--- config.mk ---
export PLATFORM = sky130hd
export DESIGN_NAME = multicycle_controller
export DESIGN_NICKNAME = d
export VERILOG_FILES = /design/src/rtl/riscv_mc_pkg.sv /design/src/rtl/ALU_Decoder.sv /design/src/rtl/multicycle_controller.sv
export SDC_FILE = /design/constraint.sdc
export NUM_CORES = 1
export LEC_CHECK = 0
export ABC_CLOCK_PERIOD_IN_PS = 1320
export CORE_AREA = 4 4 48 60
export CTS_CLUSTER_SIZE = 8
export DETAILED_ROUTE_END_ITERATION = 12
export DIE_AREA = 0 0 52 64
export PLACE_DENSITY = 0.8
export SKIP_CTS_REPAIR_TIMING = 1
export SLEW_MARGIN = 10
export SYNTH_ARGS = -nofsm -noshare
export SYNTH_HDL_FRONTEND = slang
export SYNTH_SLANG_ARGS = --single-unit
--- constraint.sdc ---
create_clock -name clk -period 1.32 [get_ports clk]
set_input_delay 0.132 -clock clk [delete_from_list [all_inputs] [get_ports clk]]
set_output_delay 0.132 -clock clk [all_outputs]
set_load 0.005 [all_outputs]
--- src/rtl/riscv_mc_pkg.sv ---
// Shared definitions for the multicycle RV32I controller: FSM states,
// opcode constants, datapath mux encodings, ALU operation codes and trap
// causes. Imported by the controller and its ALU decoder.
package riscv_mc_pkg;

  typedef enum logic [3:0] {
    FETCH,
    DECODE,
    MEMADR,
    MEMREAD,
    MEMWB,
    MEMWRITE,
    EXECR,
    EXECI,
    ALUWB,
    BEQ,
    JAL,
    TRAP
  } state_e;

  // Opcodes (IR[6:0])
  localparam logic [6:0] OP_LOAD   = 7'b0000011;
  localparam logic [6:0] OP_STORE  = 7'b0100011;
  localparam logic [6:0] OP_RTYPE  = 7'b0110011;
  localparam logic [6:0] OP_ITYPE  = 7'b0010011;
  localparam logic [6:0] OP_BRANCH = 7'b1100011;
  localparam logic [6:0] OP_JAL    = 7'b1101111;

  // ALUOp: what the ALU decoder should do with funct3/funct7
  localparam logic [1:0] ALUOP_ADD   = 2'b00;
  localparam logic [1:0] ALUOP_SUB   = 2'b01;
  localparam logic [1:0] ALUOP_FUNCT = 2'b10;

  // ResultSrc
  localparam logic [1:0] RES_ALUOUT    = 2'b00;
  localparam logic [1:0] RES_DATA      = 2'b01;
  localparam logic [1:0] RES_ALURESULT = 2'b10;

  // ALUSrcA
  localparam logic [1:0] SRCA_PC    = 2'b00;
  localparam logic [1:0] SRCA_OLDPC = 2'b01;
  localparam logic [1:0] SRCA_RS1   = 2'b10;

  // ALUSrcB
  localparam logic [1:0] SRCB_RS2  = 2'b00;
  localparam logic [1:0] SRCB_IMM  = 2'b01;
  localparam logic [1:0] SRCB_FOUR = 2'b10;

  // ImmSrc
  localparam logic [1:0] IMM_I = 2'b00;
  localparam logic [1:0] IMM_S = 2'b01;
  localparam logic [1:0] IMM_B = 2'b10;
  localparam logic [1:0] IMM_J = 2'b11;

  // ALUControl
  localparam logic [2:0] ALU_ADD = 3'b000;
  localparam logic [2:0] ALU_SUB = 3'b001;
  localparam logic [2:0] ALU_AND = 3'b010;
  localparam logic [2:0] ALU_OR  = 3'b011;
  localparam logic [2:0] ALU_SLT = 3'b101;

  // Trap causes
  localparam logic [1:0] CAUSE_NONE    = 2'b00;
  localparam logic [1:0] CAUSE_ILLEGAL = 2'b01;
  localparam logic [1:0] CAUSE_TIMEOUT = 2'b10;

  // States that access the unified memory and therefore wait on mem_ready.
  function automatic logic is_mem_state(input state_e s);
    return (s == FETCH) || (s == MEMREAD) || (s == MEMWRITE);
  endfunction

endpackage

--- src/rtl/ALU_Decoder.sv ---
// ALU decoder: maps ALUOp plus instruction fields to the ALU operation.
// Ports: op5 (IR[5], separates R-type from I-type), funct3, funct7_5,
//        ALUOp from the controller state; ALUControl to the shared ALU.
module ALU_Decoder
  import riscv_mc_pkg::*;
(
  input  logic       op5,
  input  logic [2:0] funct3,
  input  logic       funct7_5,
  input  logic [1:0] ALUOp,
  output logic [2:0] ALUControl
);

  always_comb begin
    ALUControl = ALU_ADD;
    case (ALUOp)
      ALUOP_ADD: ALUControl = ALU_ADD;
      ALUOP_SUB: ALUControl = ALU_SUB;
      default: begin
        case (funct3)
          // funct7_5 is an immediate bit for I-type, so only R-type subtracts
          3'b000:  ALUControl = (op5 & funct7_5) ? ALU_SUB : ALU_ADD;
          3'b010:  ALUControl = ALU_SLT;
          3'b110:  ALUControl = ALU_OR;
          3'b111:  ALUControl = ALU_AND;
          default: ALUControl = ALU_ADD;
        endcase
      end
    endcase
  end

endmodule

--- src/rtl/multicycle_controller.sv ---
// Control FSM for the multicycle RV32I core (shared ALU, unified memory).
// Inputs: op/funct3/funct7_5 from IR, ALU Zero, memory mem_ready handshake.
// Outputs: PC/IR/regfile/memory enables, ALU operand muxes, ALUControl,
//          ImmSrc, and trap/trap_cause (cause held until reset).
module multicycle_controller
  import riscv_mc_pkg::*;
#(
  parameter int WAIT_LIMIT = 15
)(
  input  logic       clk,
  input  logic       rst_n,
  input  logic [6:0] op,
  input  logic [2:0] funct3,
  input  logic       funct7_5,
  input  logic       Zero,
  input  logic       mem_ready,
  output logic       PCWrite,
  output logic       AdrSrc,
  output logic       MemWrite,
  output logic       IRWrite,
  output logic       RegWrite,
  output logic [1:0] ResultSrc,
  output logic [1:0] ALUSrcA,
  output logic [1:0] ALUSrcB,
  output logic [1:0] ImmSrc,
  output logic [2:0] ALUControl,
  output logic       trap,
  output logic [1:0] trap_cause
);

  localparam int CW = (WAIT_LIMIT < 1) ? 1 : $clog2(WAIT_LIMIT + 1);
  localparam logic [CW-1:0] LIMIT = CW'(WAIT_LIMIT);

  state_e        state_q, state_d;
  logic [CW-1:0] wait_cnt_q, wait_cnt_d;
  logic [1:0]    cause_q, cause_d;

  logic       mem_state;
  logic       timeout;
  logic [1:0] alu_op;
  logic       pc_update;
  logic       branch;
  logic       ir_write_raw;
  logic       mem_write_raw;
  logic       reg_write_raw;

  always_ff @(posedge clk or negedge rst_n) begin
    if (!rst_n) begin
      state_q    <= FETCH;
      wait_cnt_q <= '0;
      cause_q    <= CAUSE_NONE;
    end else begin
      state_q    <= state_d;
      wait_cnt_q <= wait_cnt_d;
      cause_q    <= cause_d;
    end
  end

  // The limit cycle is the one where the counter already holds WAIT_LIMIT;
  // mem_ready on that same cycle still completes the access.
  assign mem_state = is_mem_state(state_q);
  assign timeout   = mem_state && !mem_ready && (wait_cnt_q == LIMIT);

  // Counter only survives while a memory state keeps waiting; any
  // completion or state change restarts it from zero.
  always_comb begin
    wait_cnt_d = '0;
    if (mem_state && !mem_ready && (wait_cnt_q != LIMIT)) begin
      wait_cnt_d = wait_cnt_q + 1'b1;
    end
  end

  // Next-state logic
  always_comb begin
    state_d = state_q;
    cause_d = cause_q;
    case (state_q)
      FETCH: begin
        if (mem_ready) begin
          state_d = DECODE;
        end else if (timeout) begin
          state_d = TRAP;
          cause_d = CAUSE_TIMEOUT;
        end
      end
      DECODE: begin
        case (op)
          OP_LOAD, OP_STORE: state_d = MEMADR;
          OP_RTYPE:          state_d = EXECR;
          OP_ITYPE:          state_d = EXECI;
          OP_BRANCH:         state_d = BEQ;
          OP_JAL:            state_d = JAL;
          default: begin
            state_d = TRAP;
            cause_d = CAUSE_ILLEGAL;
          end
        endcase
      end
      // op[5] is the only bit separating stores from loads
      MEMADR: state_d = op[5] ? MEMWRITE : MEMREAD;
      MEMREAD: begin
        if (mem_ready) begin
          state_d = MEMWB;
        end else if (timeout) begin
          state_d = TRAP;
          cause_d = CAUSE_TIMEOUT;
        end
      end
      MEMWB: state_d = FETCH;
      MEMWRITE: begin
        if (mem_ready) begin
          state_d = FETCH;
        end else if (timeout) begin
          state_d = TRAP;
          cause_d = CAUSE_TIMEOUT;
        end
      end
      EXECR:   state_d = ALUWB;
      EXECI:   state_d = ALUWB;
      ALUWB:   state_d = FETCH;
      BEQ:     state_d = FETCH;
      JAL:     state_d = ALUWB;
      TRAP:    state_d = TRAP;
      default: state_d = FETCH;
    endcase
  end

  // Moore output decode; only the fetch enables and branch depend on inputs
  always_comb begin
    AdrSrc        = 1'b0;
    ResultSrc     = RES_ALUOUT;
    ALUSrcA       = SRCA_PC;
    ALUSrcB       = SRCB_RS2;
    alu_op        = ALUOP_ADD;
    pc_update     = 1'b0;
    branch        = 1'b0;
    ir_write_raw  = 1'b0;
    mem_write_raw = 1'b0;
    reg_write_raw = 1'b0;
    trap          = 1'b0;
    case (state_q)
      FETCH: begin
        ALUSrcA      = SRCA_PC;
        ALUSrcB      = SRCB_FOUR;
        ResultSrc    = RES_ALURESULT;
        ir_write_raw = mem_ready;
        pc_update    = mem_ready;
      end
      DECODE: begin
        ALUSrcA = SRCA_OLDPC;
        ALUSrcB = SRCB_IMM;
      end
      MEMADR: begin
        ALUSrcA = SRCA_RS1;
        ALUSrcB = SRCB_IMM;
      end
      MEMREAD: AdrSrc = 1'b1;
      MEMWB: begin
        ResultSrc     = RES_DATA;
        reg_write_raw = 1'b1;
      end
      MEMWRITE: begin
        AdrSrc        = 1'b1;
        mem_write_raw = 1'b1;
      end
      EXECR: begin
        ALUSrcA = SRCA_RS1;
        ALUSrcB = SRCB_RS2;
        alu_op  = ALUOP_FUNCT;
      end
      EXECI: begin
        ALUSrcA = SRCA_RS1;
        ALUSrcB = SRCB_IMM;
        alu_op  = ALUOP_FUNCT;
      end
      ALUWB: begin
        ResultSrc     = RES_ALUOUT;
        reg_write_raw = 1'b1;
      end
      BEQ: begin
        ALUSrcA   = SRCA_RS1;
        ALUSrcB   = SRCB_RS2;
        alu_op    = ALUOP_SUB;
        ResultSrc = RES_ALUOUT;
        branch    = 1'b1;
      end
      JAL: begin
        ALUSrcA   = SRCA_OLDPC;
        ALUSrcB   = SRCB_FOUR;
        ResultSrc = RES_ALUOUT;
        pc_update = 1'b1;
      end
      TRAP:    trap = 1'b1;
      default: trap = 1'b0;
    endcase
  end

  // Gate write enables with rst_n so no pulse survives into reset, even
  // while the async reset is settling mid-cycle.
  assign PCWrite    = rst_n & (pc_update | (branch & Zero));
  assign IRWrite    = rst_n & ir_write_raw;
  assign MemWrite   = rst_n & mem_write_raw;
  assign RegWrite   = rst_n & reg_write_raw;
  assign trap_cause = cause_q;

  // Immediate format depends only on the opcode
  always_comb begin
    case (op)
      OP_STORE:  ImmSrc = IMM_S;
      OP_BRANCH: ImmSrc = IMM_B;
      OP_JAL:    ImmSrc = IMM_J;
      default:   ImmSrc = IMM_I;
    endcase
  end

  ALU_Decoder u_alu_dec (
    .op5       (op[5]),
    .funct3    (funct3),
    .funct7_5  (funct7_5),
    .ALUOp     (alu_op),
    .ALUControl(ALUControl)
  );

endmodule

==> Word-level counts from Yosys, hierarchy flattened <==
Index checks and enable logic that the tools add are counted.
{ "totals": {"input_bits": 15, "romBits": 0, "mem_count": 0, "wordCells": 86, "mem_bits_rw": 0, "output_inout_bits": 19, "latchBits": 0, "register_bits": 10} }
{ "classes": {"mux": 27, "multipliers": 0, "add_sub_neg": 1, "n_lt_le_gt_ge": 0, "shifts": 0, "n_eq_ne": 26, "n_bitwise": 7, "div_mod_pow": 0, "n_reduce_logical": 22} }
{ "op_table": {"columns": ["operator", "count"], "rows": [
  ["4-bit case mux with 7 select lines", 1],
  ["4-bit == test (second input constant)", 5],
  ["4-bit two-way mux", 5],
  ["2-bit case mux with 2 select lines", 5],
  ["4-bit case mux with 5 select lines", 1],
  ["4-bit by 3-bit == test with 1-bit output (second input constant)", 4],
  ["7-bit by 6-bit == test with 1-bit output (second input constant)", 2],
  ["7-bit == test (second input constant)", 2],
  ["3-bit case mux with 4 select lines", 1],
  ["2-bit OR reduction", 6],
  ["3-bit OR reduction", 3],
  ["4-bit by 2-bit == test with 1-bit output (second input constant)", 2],
  ["7-bit by 2-bit == test with 1-bit output (second input constant)", 1],
  ["7-bit by 5-bit == test with 1-bit output (second input constant)", 1],
  ["1-bit two-way mux", 7],
  ["1-bit AND", 6],
  ["3-bit == test (second input constant)", 2],
  ["2-bit two-way mux", 3],
  ["2-bit case mux with 3 select lines", 1],
  ["3-bit case mux with 2 select lines", 1],
  ["6-bit OR reduction", 1],
  ["4-bit by 1-bit adder with 4-bit output (second input constant)", 1],
  ["4-bit by 1-bit == test with 1-bit output (second input constant)", 1],
  ["4-bit zero test", 1],
  ["other kinds (16)", 20]
]} }

==> Logic depth before layout (Yosys ltp) <==
{ "logic_depth": {"depth_word": 8, "depth_mapped": 6, "depth_no_buf": 5} }

==> Hierarchy <==
From an unflattened synthesis, not the netlist that was laid out.
{ "hier_totals": {"hier_cells": 113, "hier_area_um2": 944.7} }
{ "by_module_without_submodules": {"columns": ["module", "area_per_inst_um2", "n_inst", "cells_each", "seq_area_each_um2"], "rows": [
  ["multicycle_controller", 902.1, 1, 106, 250.2],
  ["ALU_Decoder", 42.5, 1, 7, 0.0]
]} }

==> Worst setup path before layout <==
Ideal clock, no wire load.
{ "synth_path": {"path_kind": "reg-to-reg", "from": "reg wait_cnt_q[0]", "to": "reg cause_q[0], in the netlist trap_cause[0]", "slack_ps": -145, "stages_incl_launch_ff": 6, "setup_time_ps": 119, "arrival_time_ps": 1346, "period_less_slack_ps": 1465, "path_cell_list": "dfrtp_1 ha_1 and3_1 clkbuf_1 nor4b_1 o21ba_2"} }
{ "synth_between": {"elab_chain_len": 4} }
{ "synth_lines": {"columns": ["element", "line", "rtl"], "rows": [
  ["start: declaration", "multicycle_controller.sv:35", "logic [CW-1:0] wait_cnt_q, wait_cnt_d;"],
  ["start signal: assignment", "multicycle_controller.sv:54", "wait_cnt_q <= wait_cnt_d;"],
  ["4-bit == test", "multicycle_controller.sv:62", "assign timeout = mem_state && !mem_ready && (wait_cnt_q == LIMIT);"],
  ["1-bit logical AND", "multicycle_controller.sv:62", null],
  ["2-bit by 1-bit inequality test with 1-bit output (no line)", null, null],
  ["4-bit AND reduction (no line)", null, null],
  ["end signal: assignment", "multicycle_controller.sv:55", "cause_q <= cause_d;"],
  ["end: declaration", "multicycle_controller.sv:36", "logic [1:0] cause_q, cause_d;"]
]} }
Every way passes these cells.
A chain may end at the register's enable or synchronous reset.

==> Worst setup path after layout <==
{ "layout_path": {"from": "reg state_q[1]", "to": "out PCWrite"} }
{ "layout_between": {"elab_chain_len": 5, "word_cells_on_any_way": 8, "classes_between": "eq/ne (2); mux (2); bitwise (3); reduce/logical (1)"} }
{ "layout_lines": {"columns": ["element", "line", "rtl"], "rows": [
  ["start: declaration", "multicycle_controller.sv:34", "state_e state_q, state_d;"],
  ["start signal: assignment", "multicycle_controller.sv:53", "state_q <= state_d;"],
  ["4-bit == test", "multicycle_controller.sv:141", "case (state_q)"],
  ["1-bit two-way mux", "multicycle_controller.sv:141", null],
  ["1-bit AND", "multicycle_controller.sv:200", "assign PCWrite = rst_n & (pc_update | (branch & Zero));"],
  ["1-bit bitwise OR (*)", "multicycle_controller.sv:200", null],
  ["1-bit AND (*)", "multicycle_controller.sv:200", null],
  ["end: declaration", "multicycle_controller.sv:17", "output logic PCWrite,"]
]} }
Mark *: on every way between the ends. The rest lies on a longest branch, timed or not.

==> flow_metrics.py <==
metrics = {
    "worst_setup_path": {
        "reg2reg_from": "state_q[0]",
        "timing.rr.end": "wait_cnt_q[1]",
        "crit_chain": "buf_6, nor2b_4, buf_4, a21oi_1, o21bai_1, buf_2",
        "rr_worst_depth": 5,
        "cpLargestDelayFamily": "buffers and inverters",
        "slowest_stage": "dfrtp_1",
        "crit_path_end": "PCWrite",
        "cp.depth": 6,
        "crit_path_start_kind": "flop",
        "reg2reg_setup_slack_ps": -340,
        "crit_path_start": "state_q[1]",
        "critPathBufInv": 3,
        "crit_fanout": 3,
        "cp_slowest_stage_delay_ps": 430,
        "crit_type": "reg2out",
        "required_ps": 1190,
        "end_kind": "primary output",
        "critPathArrivalTime_ps": 1580,
    },
    "floorplan": {
        "initial_utilization_pct": 36.84,
        "die_h_um": 64,
        "core_sq_mm": 0.002377,
        "die_area_sq_mm": 0.003328,
        "die_x_um": 52,
        "rows": 20,
        "pin_count": 34,
    },
    "layout": {
        "drive_above_1_share_pct": 61.54,
        "fin_nets": 199,
        "finalInstanceArea_sq_mm": 0.001891,
        "final_cells": 215,
        "fillers": 131,
        "multiInputGateArea_sq_um": 849.6,
        "antenna_cells": 0,
        "regArea_sq_um": 254.0,
        "fin_util_pct": 79.53,
        "area_growth_pct": 115.9,
    },
    "yosys": {
        "synthCells": 106,
        "synth.area.top_cells": "dfrtp_1, nor3_1, nor2_1",
        "synth_nets": 122,
        "synth.avg_cell_area_sq_um": 8.263,
        "yosysTopAreaCellShare_pct": 28.57,
        "synth-edff-count": 0,
        "synth-seq-cells": 10,
        "synth_cell_type_count": 43,
        "synth_common_cells": "nor2_1, dfrtp_1, nor3_1",
        "synthArstFlopShare_pct": 100.0,
        "synth-main-ff-cell": "dfrtp_1",
        "synth_area_sq_um": 875.8,
        "synth_top_area_cell": "dfrtp_1",
        "synth_most_common_cell": "nor2_1",
        "ys_seq_area_share_pct": 28.57,
        "synth_warnings": 0,
    },
    "placed_design": {
        "placed_area_sq_mm": 0.001491,
        "port_buffers": 33,
        "placed_cells": 198,
        "hpwl_um": 2379,
        "place.gp.congestion": 0.7830,
    },
    "global_route": {
        "grt_overflow_total": 0,
        "grt_usage_pct": 18.58,
        "grt_first_pass_wirelength_um": 4788,
        "grt_pass1_vias": 1066,
        "grt_max_degree": 11,
        "grt_antenna_before_repair": 0,
    },
    "routing": {
        "wirelength_um": 4090,
        "avgViaCountPerCell": 5.633,
        "drc": 0,
        "drt_pass1_iterations": 4,
        "wl_per_cell_um": 19.02,
        "drtIter0Drc": 33,
        "ant_nets": 0,
        "vias": 1211,
    },
    "cts": {
        "htree_levels": 1,
        "clk_latency_ps": 270,
        "cts_root_buf": "clkbuf_4",
        "clock_sinks": 10,
        "clock_path_buffers": 2,
        "clk_pin_slew_worst_paths_ps": 70,
        "cts_tree": "built",
        "cts_made_buffers": 3,
    },
    "power": {
        "p_sw_w": 0.001586,
        "pwr-share-seq_pct": 14.1,
        "power_density_mw_per_mm2": 2007,
        "finalPower_w": 0.003794,
        "p_int_w": 0.002208,
        "pwr-share-clk_pct": 7.5,
        "p_sw_share_pct": 41.80,
        "p_leak_nw": 0.8963,
        "pwr-share-comb_pct": 78.5,
        "peakVddDrop_uv": 1058,
    },
    "min_path": {
        "hold_path_class": "in2async",
    },
    "status": {
        "violations": "negative setup slack",
        "outcome": "finished with violations",
    },
    "timing": {
        "clock_skew_ps": 5.686,
        "whs_ps": 211.4,
        "layout_min_cycle_time_ps": 1715,
        "drv_slew": 0,
        "setup_viol": 25,
        "relSlewSlack_pct": 72.21,
        "hold_viol_final": 0,
        "grt_setup_unrepaired": "true",
        "finalCritPeriodShare_pct": 129.9,
        "worst_pin_slew_ps": 411.5,
        "max_clock_freq_mhz": 583.3,
        "timing.final.ws_setup_ps": -394.5,
    },
    "flow_run": {
        "max_cap_viol_count": 0,
    },
}
## flip-flops by register name (all words and copies together), names as in the netlist
register,count
trap_cause,2
state_q,4
wait_cnt_q,4
## cell families after synthesis
group                    Yosys count  synth area share (%)
buffers and inverters              8                 4.142
flip-flops                        10                 28.57
XOR/XNOR                           5                 5.001
adder cells (fa/ha/maj)            1                 1.428
multiplexers                       3                 3.429
AND/OR/NAND/NOR                   58                 37.86
AO/OA/AOI/OAI                     21                 19.57
## cells in the final DEF (no fill, tap or decap), types with 4 or more instances in the layout
master / n
dfrtp_1: 7
dlymetal6s2s_1: 9
nor3_2: 7
buf_4: 36
nor2_1: 9
buf_6: 11
clkdlybuf4s50_1: 9
and3_4: 4
buf_2: 7
## power groups by stage
| stage | sequential (W) | combinational, W | clock (W) |
|---|---|---|---|
| global route | 0.000543 | 0.00315 | 0.000306 |
| CTS | 0.000527 | 0.00195 | 0.000292 |
| floorplan | 0.000480 | 0.00105 | 0 |
| detailed placement | 0.000532 | 0.00194 | 0 |
| finish | 0.000534 | 0.00298 | 0.000283 |
| global placement | 0.000523 | 0.00186 | 0 |
## metrics by stage
step                setup TNS, ps  setup WS, ps
finish                      -6201        -394.5
detailed placement          -9016        -529.1
floorplan                  -239.2        -84.09
global route                -7362        -447.7
global placement            -7805        -442.2
CTS                        -13310        -776.0
## worst reg2reg max path, stage by stage, from the launching register on
cell and delay (ps):
dfrtp_2 480, buf_12 180, xnor2_4 200, mux2i_4 110, or3_4 390, nor3b_2 210
## how the worst min path moves through the flow
stage / to / startpoint / cells after the start / slack, ps
2_1_floorplan: state_q[0] / rst_n / 0 / -160
3_3_place_gp: trap_cause[0] / trap_cause[0] / 1 / 510
3_5_place_dp: trap_cause[0] / trap_cause[0] / 1 / 500
4_1_cts: wait_cnt_q[1] / rst_n / 2 / 230
5_1_grt: trap_cause[0] / rst_n / 2 / 230
6_report: trap_cause[0] / rst_n / 2 / 210
## layout make-up
cell class / count / area share, %
Inverter: 2 / 0.3971
Clock buffer: 4 / 1.919
Sequential cell: 10 / 13.43
Timing Repair Buffer: 78 / 37.13
Tap cell: 33 / 2.184
Multi-Input combinational cell: 88 / 44.94
## layer usage
metal / wire, um / part of all wire (%) / GRT usage [%] / vias up
met2: 2161 / 53 / 36.16 / 56
met3: 220 / 5.4 / 2.564 / 8
li1: - / - / - / 545
met4: 68 / 1.7 / 5.902 / 0
met1: 1640 / 40 / 19.39 / 602
met5: 0 / 0 / 0 / -
Note: power is estimated with default switching activity, not from simulation.
